==> src/rtl/mem_port_arbiter_if.sv <==
// rtl/mem_port_arbiter_if.sv - fetch/data requester and shared memory port signal bundle
interface mem_port_arbiter_if;
  logic        if_req;
  logic [31:0] if_addr;
  logic [31:0] if_rdata;
  logic        if_ack;
  logic        d_req;
  logic        d_we;
  logic [31:0] d_addr;
  logic [31:0] d_wdata;
  logic [31:0] d_rdata;
  logic        d_ack;
  logic        m_req;
  logic        m_we;
  logic [31:0] m_addr;
  logic [31:0] m_wdata;
  logic [31:0] m_rdata;
  logic        m_ack;
  logic        stall;
  logic        err;

  modport slave (
    input  if_req, if_addr, d_req, d_we, d_addr, d_wdata, m_rdata, m_ack,
    output if_rdata, if_ack, d_rdata, d_ack, m_req, m_we, m_addr, m_wdata, stall, err
  );

  modport master (
    output if_req, if_addr, d_req, d_we, d_addr, d_wdata, m_rdata, m_ack,
    input  if_rdata, if_ack, d_rdata, d_ack, m_req, m_we, m_addr, m_wdata, stall, err
  );
endinterface

==> src/rtl/mem_port_arbiter.sv <==
// rtl/mem_port_arbiter.sv - fetch/data arbiter onto one memory port with wait timeout
// Define MEM_ARB_RR_EN for round-robin tie breaking; default is data-first fixed priority.
module mem_port_arbiter #(
  parameter int unsigned TIMEOUT_CYC = 255
) (
  input  logic              clk,
  input  logic              reset,
  mem_port_arbiter_if.slave bus
);
  typedef enum logic [1:0] {IDLE, GNT_I, GNT_D} state_t;

  localparam logic [15:0] WAIT_LIMIT = 16'(TIMEOUT_CYC - 1);

  state_t      state, state_next;
  logic [15:0] wait_cnt;
  logic        grant_i, grant_d, timeout, done;
  logic        m_req_q, m_we_q;
  logic [31:0] m_addr_q, m_wdata_q;
`ifdef MEM_ARB_RR_EN
  logic        last_d;
`endif

  always_comb begin
    state_next = state;
    grant_i    = 1'b0;
    grant_d    = 1'b0;
    timeout    = 1'b0;
    done       = 1'b0;
    case (state)
      IDLE: begin
`ifdef MEM_ARB_RR_EN
        if (bus.d_req && (!bus.if_req || !last_d)) grant_d = 1'b1;
        else if (bus.if_req)                       grant_i = 1'b1;
`else
        if (bus.d_req)       grant_d = 1'b1;
        else if (bus.if_req) grant_i = 1'b1;
`endif
        if (grant_d)      state_next = GNT_D;
        else if (grant_i) state_next = GNT_I;
      end
      GNT_I, GNT_D: begin
        // wait_cnt counts completed wait cycles, so this is the TIMEOUT_CYC-th grant cycle
        timeout = (wait_cnt == WAIT_LIMIT);
        done    = bus.m_ack || timeout;
        if (done) state_next = IDLE;
      end
      default: state_next = IDLE;
    endcase
  end

  always_ff @(posedge clk) begin
    if (reset) begin
      state     <= IDLE;
      m_req_q   <= 1'b0;
      m_we_q    <= 1'b0;
      m_addr_q  <= 32'h0;
      m_wdata_q <= 32'h0;
      wait_cnt  <= 16'h0;
`ifdef MEM_ARB_RR_EN
      last_d    <= 1'b0;
`endif
    end else begin
      state <= state_next;
      if (grant_d) begin
        m_req_q   <= 1'b1;
        m_we_q    <= bus.d_we;
        m_addr_q  <= bus.d_addr;
        m_wdata_q <= bus.d_wdata;
        wait_cnt  <= 16'h0;
      end else if (grant_i) begin
        m_req_q   <= 1'b1;
        m_we_q    <= 1'b0;
        m_addr_q  <= bus.if_addr;
        m_wdata_q <= 32'h0;
        wait_cnt  <= 16'h0;
      end else if (done) begin
        m_req_q  <= 1'b0;
        wait_cnt <= 16'h0;
      end else if (state != IDLE) begin
        wait_cnt <= wait_cnt + 16'h1;
      end
`ifdef MEM_ARB_RR_EN
      if (grant_d || grant_i) last_d <= grant_d;
`endif
    end
  end

  // Completion is suppressed while reset is asserted, even if the old grant sees m_ack.
  assign bus.if_ack   = !reset && (state == GNT_I) && done;
  assign bus.d_ack    = !reset && (state == GNT_D) && done;
  assign bus.err      = !reset && done && timeout && !bus.m_ack;
  assign bus.if_rdata = (bus.if_ack && bus.m_ack) ? bus.m_rdata : 32'h0;
  assign bus.d_rdata  = (bus.d_ack && bus.m_ack) ? bus.m_rdata : 32'h0;
  assign bus.stall    = (bus.if_req & ~bus.if_ack) | (bus.d_req & ~bus.d_ack);

  assign bus.m_req   = m_req_q;
  assign bus.m_we    = m_we_q;
  assign bus.m_addr  = m_addr_q;
  assign bus.m_wdata = m_wdata_q;
endmodule

==> src/flat_wrapper.sv <==
// flat-port wrapper written by rule: the top's interface ports become plain ports
module mem_port_arbiter_flat 
#(
  parameter int unsigned TIMEOUT_CYC = 255
)
  (clk, reset, bus_if_req, bus_if_addr, bus_d_req, bus_d_we, bus_d_addr, bus_d_wdata, bus_m_rdata, bus_m_ack, bus_if_rdata, bus_if_ack, bus_d_rdata, bus_d_ack, bus_m_req, bus_m_we, bus_m_addr, bus_m_wdata, bus_stall, bus_err);
  mem_port_arbiter_if bus_i ();
  input  logic clk;
  input  logic reset;
  input wire logic [$bits(bus_i.if_req)-1:0] bus_if_req;
  input wire logic [$bits(bus_i.if_addr)-1:0] bus_if_addr;
  input wire logic [$bits(bus_i.d_req)-1:0] bus_d_req;
  input wire logic [$bits(bus_i.d_we)-1:0] bus_d_we;
  input wire logic [$bits(bus_i.d_addr)-1:0] bus_d_addr;
  input wire logic [$bits(bus_i.d_wdata)-1:0] bus_d_wdata;
  input wire logic [$bits(bus_i.m_rdata)-1:0] bus_m_rdata;
  input wire logic [$bits(bus_i.m_ack)-1:0] bus_m_ack;
  output wire logic [$bits(bus_i.if_rdata)-1:0] bus_if_rdata;
  output wire logic [$bits(bus_i.if_ack)-1:0] bus_if_ack;
  output wire logic [$bits(bus_i.d_rdata)-1:0] bus_d_rdata;
  output wire logic [$bits(bus_i.d_ack)-1:0] bus_d_ack;
  output wire logic [$bits(bus_i.m_req)-1:0] bus_m_req;
  output wire logic [$bits(bus_i.m_we)-1:0] bus_m_we;
  output wire logic [$bits(bus_i.m_addr)-1:0] bus_m_addr;
  output wire logic [$bits(bus_i.m_wdata)-1:0] bus_m_wdata;
  output wire logic [$bits(bus_i.stall)-1:0] bus_stall;
  output wire logic [$bits(bus_i.err)-1:0] bus_err;
  assign bus_i.if_req = bus_if_req;
  assign bus_i.if_addr = bus_if_addr;
  assign bus_i.d_req = bus_d_req;
  assign bus_i.d_we = bus_d_we;
  assign bus_i.d_addr = bus_d_addr;
  assign bus_i.d_wdata = bus_d_wdata;
  assign bus_i.m_rdata = bus_m_rdata;
  assign bus_i.m_ack = bus_m_ack;
  assign bus_if_rdata = bus_i.if_rdata;
  assign bus_if_ack = bus_i.if_ack;
  assign bus_d_rdata = bus_i.d_rdata;
  assign bus_d_ack = bus_i.d_ack;
  assign bus_m_req = bus_i.m_req;
  assign bus_m_we = bus_i.m_we;
  assign bus_m_addr = bus_i.m_addr;
  assign bus_m_wdata = bus_i.m_wdata;
  assign bus_stall = bus_i.stall;
  assign bus_err = bus_i.err;
  mem_port_arbiter #(.TIMEOUT_CYC(TIMEOUT_CYC)) u_core (.clk(clk), .reset(reset), .bus(bus_i));
endmodule
==> config.mk <==
export PLATFORM = sky130hd
export DESIGN_NAME = mem_port_arbiter_flat
export DESIGN_NICKNAME = d
export VERILOG_FILES = /design/src/rtl/mem_port_arbiter_if.sv /design/src/rtl/mem_port_arbiter.sv /design/src/flat_wrapper.sv
export SDC_FILE = /design/constraint.sdc
export NUM_CORES = 1
export LEC_CHECK = 0
export ABC_AREA = 1
export BUFFER_PORTS_ARGS = -buffer_cell sky130_fd_sc_hd__buf_2
export CAP_MARGIN = 20
export CORE_AREA = 4 4 115 117
export DETAILED_ROUTE_END_ITERATION = 6
export DIE_AREA = 0 0 119 121
export GPL_TIMING_DRIVEN = 0
export PLACE_DENSITY = 0.67
export SLEW_MARGIN = 20
export SYNTH_ARGS = -nofsm -noshare
export SYNTH_HDL_FRONTEND = slang
export SYNTH_SLANG_ARGS = --single-unit
==> constraint.sdc <==
create_clock -name clk -period 1.82 [get_ports clk]
set_input_delay 0.273 -clock clk [delete_from_list [all_inputs] [get_ports clk]]
set_output_delay 0.273 -clock clk [all_outputs]
set_load 0.03 [all_outputs]
Yosys cells after proc, flatten, opt, wreduce, memory -nomap -nowiden
Cells that the tools add are included.

$add $sub $neg: 1. Eq/ne operators: 5. Multiplexer cells: 24. Bitwise logic cells: 5. Reduce and logical (&&, ||, !) cells: 19.

Operators with widths (count): $mux W32 (6); $add A16 B1 Y16 const B (1); $eq A16 B8 Y1 const B (1); $mux W1 (14); $logic_and A1 B1 Y1 (9); $mux W2 (3); $pmux W2 S2 (1); $reduce_bool A2 Y1 (2); $reduce_or A4 Y1 (1); $ne A3 B1 Y1 const B (1); $reduce_bool A3 Y1 (1); $and A1 B1 Y1 (2); $eq A2 B1 Y1 const B (1); $eq A2 B2 Y1 const B (1); $logic_not A1 Y1 (2); $logic_not A2 Y1 (1); $ne A2 B1 Y1 const B (1); $not A1 Y1 (2); $reduce_and A2 Y1 (1); $reduce_or A2 Y1 (1); $logic_or A1 B1 Y1 (1); $or A1 B1 Y1 (1).

Register bits after elaboration: 84. Output and inout bits: 134.

Depth between registers and ports, before layout
Word-level depth: 7. Depth in mapped cells: 11.

Least setup slack after synthesis
OpenSTA, ideal clock, no wires.

Path kind: register to output. Start point: register u_core.wait_cnt[0]. End point: output port bus_d_rdata[10]. Arrival: 1.783 ns. Data required time: 1.547 ns. Path slack: -0.236 ns. Stages on the path, launching flop included: 12. Path buffers: 1. Cells stage by stage: dfxtp_1 > inv_1 > ha_1 > nand2_1 > nor2_2 > nand2_2 > nand2_2 > nand2_4 > nor2_4 > nand2_4 > buf_6 > nor2_1.

Word-level cells in the longest chain between the ends: 6.

Ends and longest elaborated chain: start, declared (RTL line mem_port_arbiter.sv:15) `logic [15:0] wait_cnt;`; start signal, assigned (RTL line mem_port_arbiter.sv:80) `wait_cnt <= wait_cnt + 16'h1;`; $eq A16 B8 Y1 (RTL line mem_port_arbiter.sv:43) `timeout = (wait_cnt == WAIT_LIMIT);`; $logic_or A1 B1 Y1 (RTL line mem_port_arbiter.sv:44) `done = bus.m_ack || timeout;`; $mux W1 (RTL line mem_port_arbiter.sv:29) `case (state)`; $logic_and A1 B1 Y1 (RTL line mem_port_arbiter.sv:90) `assign bus.d_ack = !reset && (state == GNT_D) && done;`; named net bus_d_ack (RTL line flat_wrapper.sv:21) `output wire logic [$bits(bus_i.d_ack)-1:0] bus_d_ack;`; $logic_and A1 B1 Y1 (RTL line mem_port_arbiter.sv:93) `assign bus.d_rdata = (bus.d_ack && bus.m_ack) ? bus.m_rdata : 32'h0;`; $mux W32 (RTL line mem_port_arbiter.sv:93); end, declared (RTL line flat_wrapper.sv:20) `output wire logic [$bits(bus_i.d_rdata)-1:0] bus_d_rdata;`.

The timed path passes the listed nets, and every way through them passes these cells.

Final worst setup path
Start point: register u_core.wait_cnt[8]. End point: output port bus_d_rdata[18].

Word-level cells in the longest chain between the ends: 6.

Ends and longest elaborated chain (RTL line): $eq A16 B8 Y1 (mem_port_arbiter.sv:43); $logic_or A1 B1 Y1 (mem_port_arbiter.sv:44); $mux W1 (mem_port_arbiter.sv:29); $logic_and A1 B1 Y1 (mem_port_arbiter.sv:90); $logic_and A1 B1 Y1 (mem_port_arbiter.sv:93); $mux W32 (mem_port_arbiter.sv:93).

Every way passes these cells.

==> impl_results.md <==
* Initial antenna violation count at 0
* Largest net degree at the start of global routing at 14
* Mean routed wirelength per cell at ~16 microns
* H-tree depth at 3
* Max-slew headroom at the worst pin at 0.6713
* First-pass GRT wire length at between 20 and 25 mm
* Max Clock Skew at just under 0.01 ns
* RSZ-0062 raised after global routing: true
* Mean post-synth cell area at between 8 and 9 sq um
* R2R setup slack at 0.02 ns
* Final hold violation count at 0
* Status: finished with violations
* Net count, final at about 950
* # port buffers at about 270
* CP Launch Type: register
* TNS Setup at -20.78 ns
* Total GRT Usage at 0.2031
* Area leader, netlist: dfxtp_1
* CTS Buf Count at 9
* Net Count, Synth at ~650
* Total number of vias at 4706
* Worst-Margin Slew at a little under 0.5 ns
* Final setup violation count at 67
* Final HPWL DP at 11.32 mm
* Final Max Slew Viols at 0
* Worst Path Arrival at approximately 1.9 ns
* ANT nets after route at 0
* Pwr/cell area at 726.9 nW/um^2
* Clock root cell: clkbuf_16
* Num rows at approximately 40
* Total Wirelength at between 15 and 20 mm
* FF+latch count, synth at 84
* Die area at between 10000 and 15000 sq um
* Post-DP Area at ~6000 sq um
* Placed insts at between 900 and 1000
* Area of the multi-input gates at 2360 sq um
* Share of cells above drive strength 1 at 0.5311
* Post-synth EDFFs at 0
* Tcrit/Tclk final at 1.217
* Register area at 1702 sq um
* Number of diodes at 0
* Switching Power at between 1.5 and 2 mW
* Total chip power at between 5 and 6 mW
* CP Data Required Time at 1.55 ns
* Fillers at roughly 1100
* Fin cells at roughly 990
* CP Max Fanout at 10
* Commonest cells in the netlist: nor2_1 (91), dfxtp_1 (84), nand2_1 (65)
* Seq/Total Area, Yosys at 0.4007
* Failing checks: negative setup slack
* Clk sinks at 84
* FMAX at between 400 and 500 MHz
* Clock tree buffer depth at 2
* Clock power frac at 0.349
* Synth unique cells at 31
* Mapped Area at 4197 sq um
* Crit Path Class: reg2out
* Sequential share of power at 0.402
* Die height at approximately 120 microns
* Leakage at 3.302 nW
* Chip width at ~120 microns
* Total grt overflow at 0
* Synth warn at 0
* Maximum VDD drop at ~0.63 mV
* Synthesis-to-finish area growth at 68.43%
* Max cap viols at 0
* DR DRC count at 0
* Vias in the first global route at ~4600
* Most frequent cell after synthesis: nor2_1
* Worst hold path type: in2reg
* Ys flop type: dfxtp_1
* Clk slew on worst S/H paths at about 0.060 ns
* Pre-antenna DRT Iters at 4
* Switching Share at 0.3206
* Routability-driven placement congestion ratio at 0.8248
* Post-synth ARST share at 0
* Hold Slack at around 0.17 ns
* CORE AREA at between 10000 and 15000 sq um
* Synth area leaders: dfxtp_1 (40%), nor2_4 (8.3%), nor2_1 (8.1%), a32o_1 (7.9%), nand2_1 (5.8%)
* Clk_lat worst skew at around 0.34 ns
* Fin worst setup slack at -0.3958 ns
* Design Area, Final at about 7000 sq um
* Synth Instances at 512
* CTS tree: built
* I/O Pins at approximately 270
* Gate power share at 0.250
* Initial core utilization at 0.3394
* Number of DRC markers in iteration 0 at approximately 180
* Fin crit period at approximately 2.2 ns
* Setup crit end kind: output pin
* Routed vias/inst at roughly 4.7
* Share of the synthesized area in the top cell type at 0.4007
* Cell internal pwr at about 3.5 mW
* CTS Hold Bufs at 0
routing by layer:
metal,vias to the layer above,global-route usage,part of all wire
met4,0,0.08327,0.033
li1,2309,-,-
met3,31,0.05828,0.081
met2,227,0.3564,0.50
met5,-,0,0
met1,2139,0.2312,0.39
kinds of logic after synthesis:
kind of cell / count (synthesis) / synth area share
AND/OR/NAND/NOR: 221 / 0.2803
XOR/XNOR: 6 / 0.01252
flip-flops: 84 / 0.4007
AO/OA/AOI/OAI: 110 / 0.1929
buffers and inverters: 86 / 0.09869
adder cells (fa/ha/maj): 5 / 0.01491
flip-flops by register name (all words and copies together) (netlist names):
name	flops
u_core.wait_cnt	16
u_core.bus.m_addr	32
u_core.bus.m_req	1
u_core.bus.m_wdata	32
u_core.state	2
u_core.bus.m_we	1
timing repair:
item,4_1_cts,5_1_grt
setup endpoints to repair,141,142
setup buffers,14,7
gates resized for setup,157,53
pin swaps,8,14
gates cloned,1,4
cell type report:
| class | count | share of cell area |
|---|---|---|
| sequential | 84 | 0.2408 |
| clock inverter | 4 | 0.007258 |
| multi-input combinational | 342 | 0.3339 |
| clock buffer | 11 | 0.03293 |
| tap | 172 | 0.03045 |
| buffer | 35 | 0.03965 |
| timing repair buffer | 292 | 0.2880 |
| inverter | 51 | 0.02708 |
stage by stage:
step                  util  worst slack [ns]
floorplan                -          -0.07226
detailed placement  0.4728           -0.2493
global route        0.5717           -0.5007
global placement    0.4728           -0.3040
CTS                 0.5467           -0.3437
finish              0.5717           -0.3958
cells in the final DEF (no fill, tap or decap), drive strengths merged:
| master | count |
|---|---|
| or2 | 1 |
| inv | 51 |
| a32o | 33 |
| ha | 5 |
| a21oi | 9 |
| o21ai | 35 |
| clkinvlp | 1 |
| xor2 | 4 |
| nand2 | 72 |
| clkinv | 2 |
| nor2 | 129 |
| o211ai | 32 |
| dfxtp | 84 |
| bufinv | 1 |
| nor3 | 4 |
| buf | 306 |
| xnor2 | 2 |
| a21o | 1 |
| nand3 | 10 |
| clkbuf | 32 |
| nand3b | 1 |
| nand4 | 4 |
power by group through the flow:
stage | Clock (mW) | Sequential, mW | Combinational [mW]
final | 1.79 | 2.06 | 1.28
after global routing | 1.92 | 2.08 | 1.39
after CTS | 1.83 | 2.07 | 1.25
after detailed placement | 0 | 2.11 | 1.20
after global placement | 0 | 2.10 | 1.20
after floorplan | 0 | 2.39 | 0.463
critical path, cell delays in order, from the launching register on:
cell and delay [ns]:
dfxtp_4 0.36, nor2_4 0.10, nand2_2 0.07, nor2_4 0.11, nand2_2 0.07, nand2_2 0.07
nand2_4 0.08, nor2_4 0.15, nand2_8 0.11, buf_12 0.17, nor2_2 0.14, buf_6 0.16
final timing paths:
kind / startpoint / end / depth (start not counted)
worst min register to register: u_core.bus.m_addr[15] / u_core.bus.m_addr[15] / 2
worst min-delay path: bus_d_wdata[1] / u_core.bus.m_wdata[1] / 2
worst max register to register: u_core.state[0] / u_core.wait_cnt[12] / 11
worst max-delay path: u_core.wait_cnt[8] / bus_d_rdata[18] / 11
(Power assumes the default switching activity.)
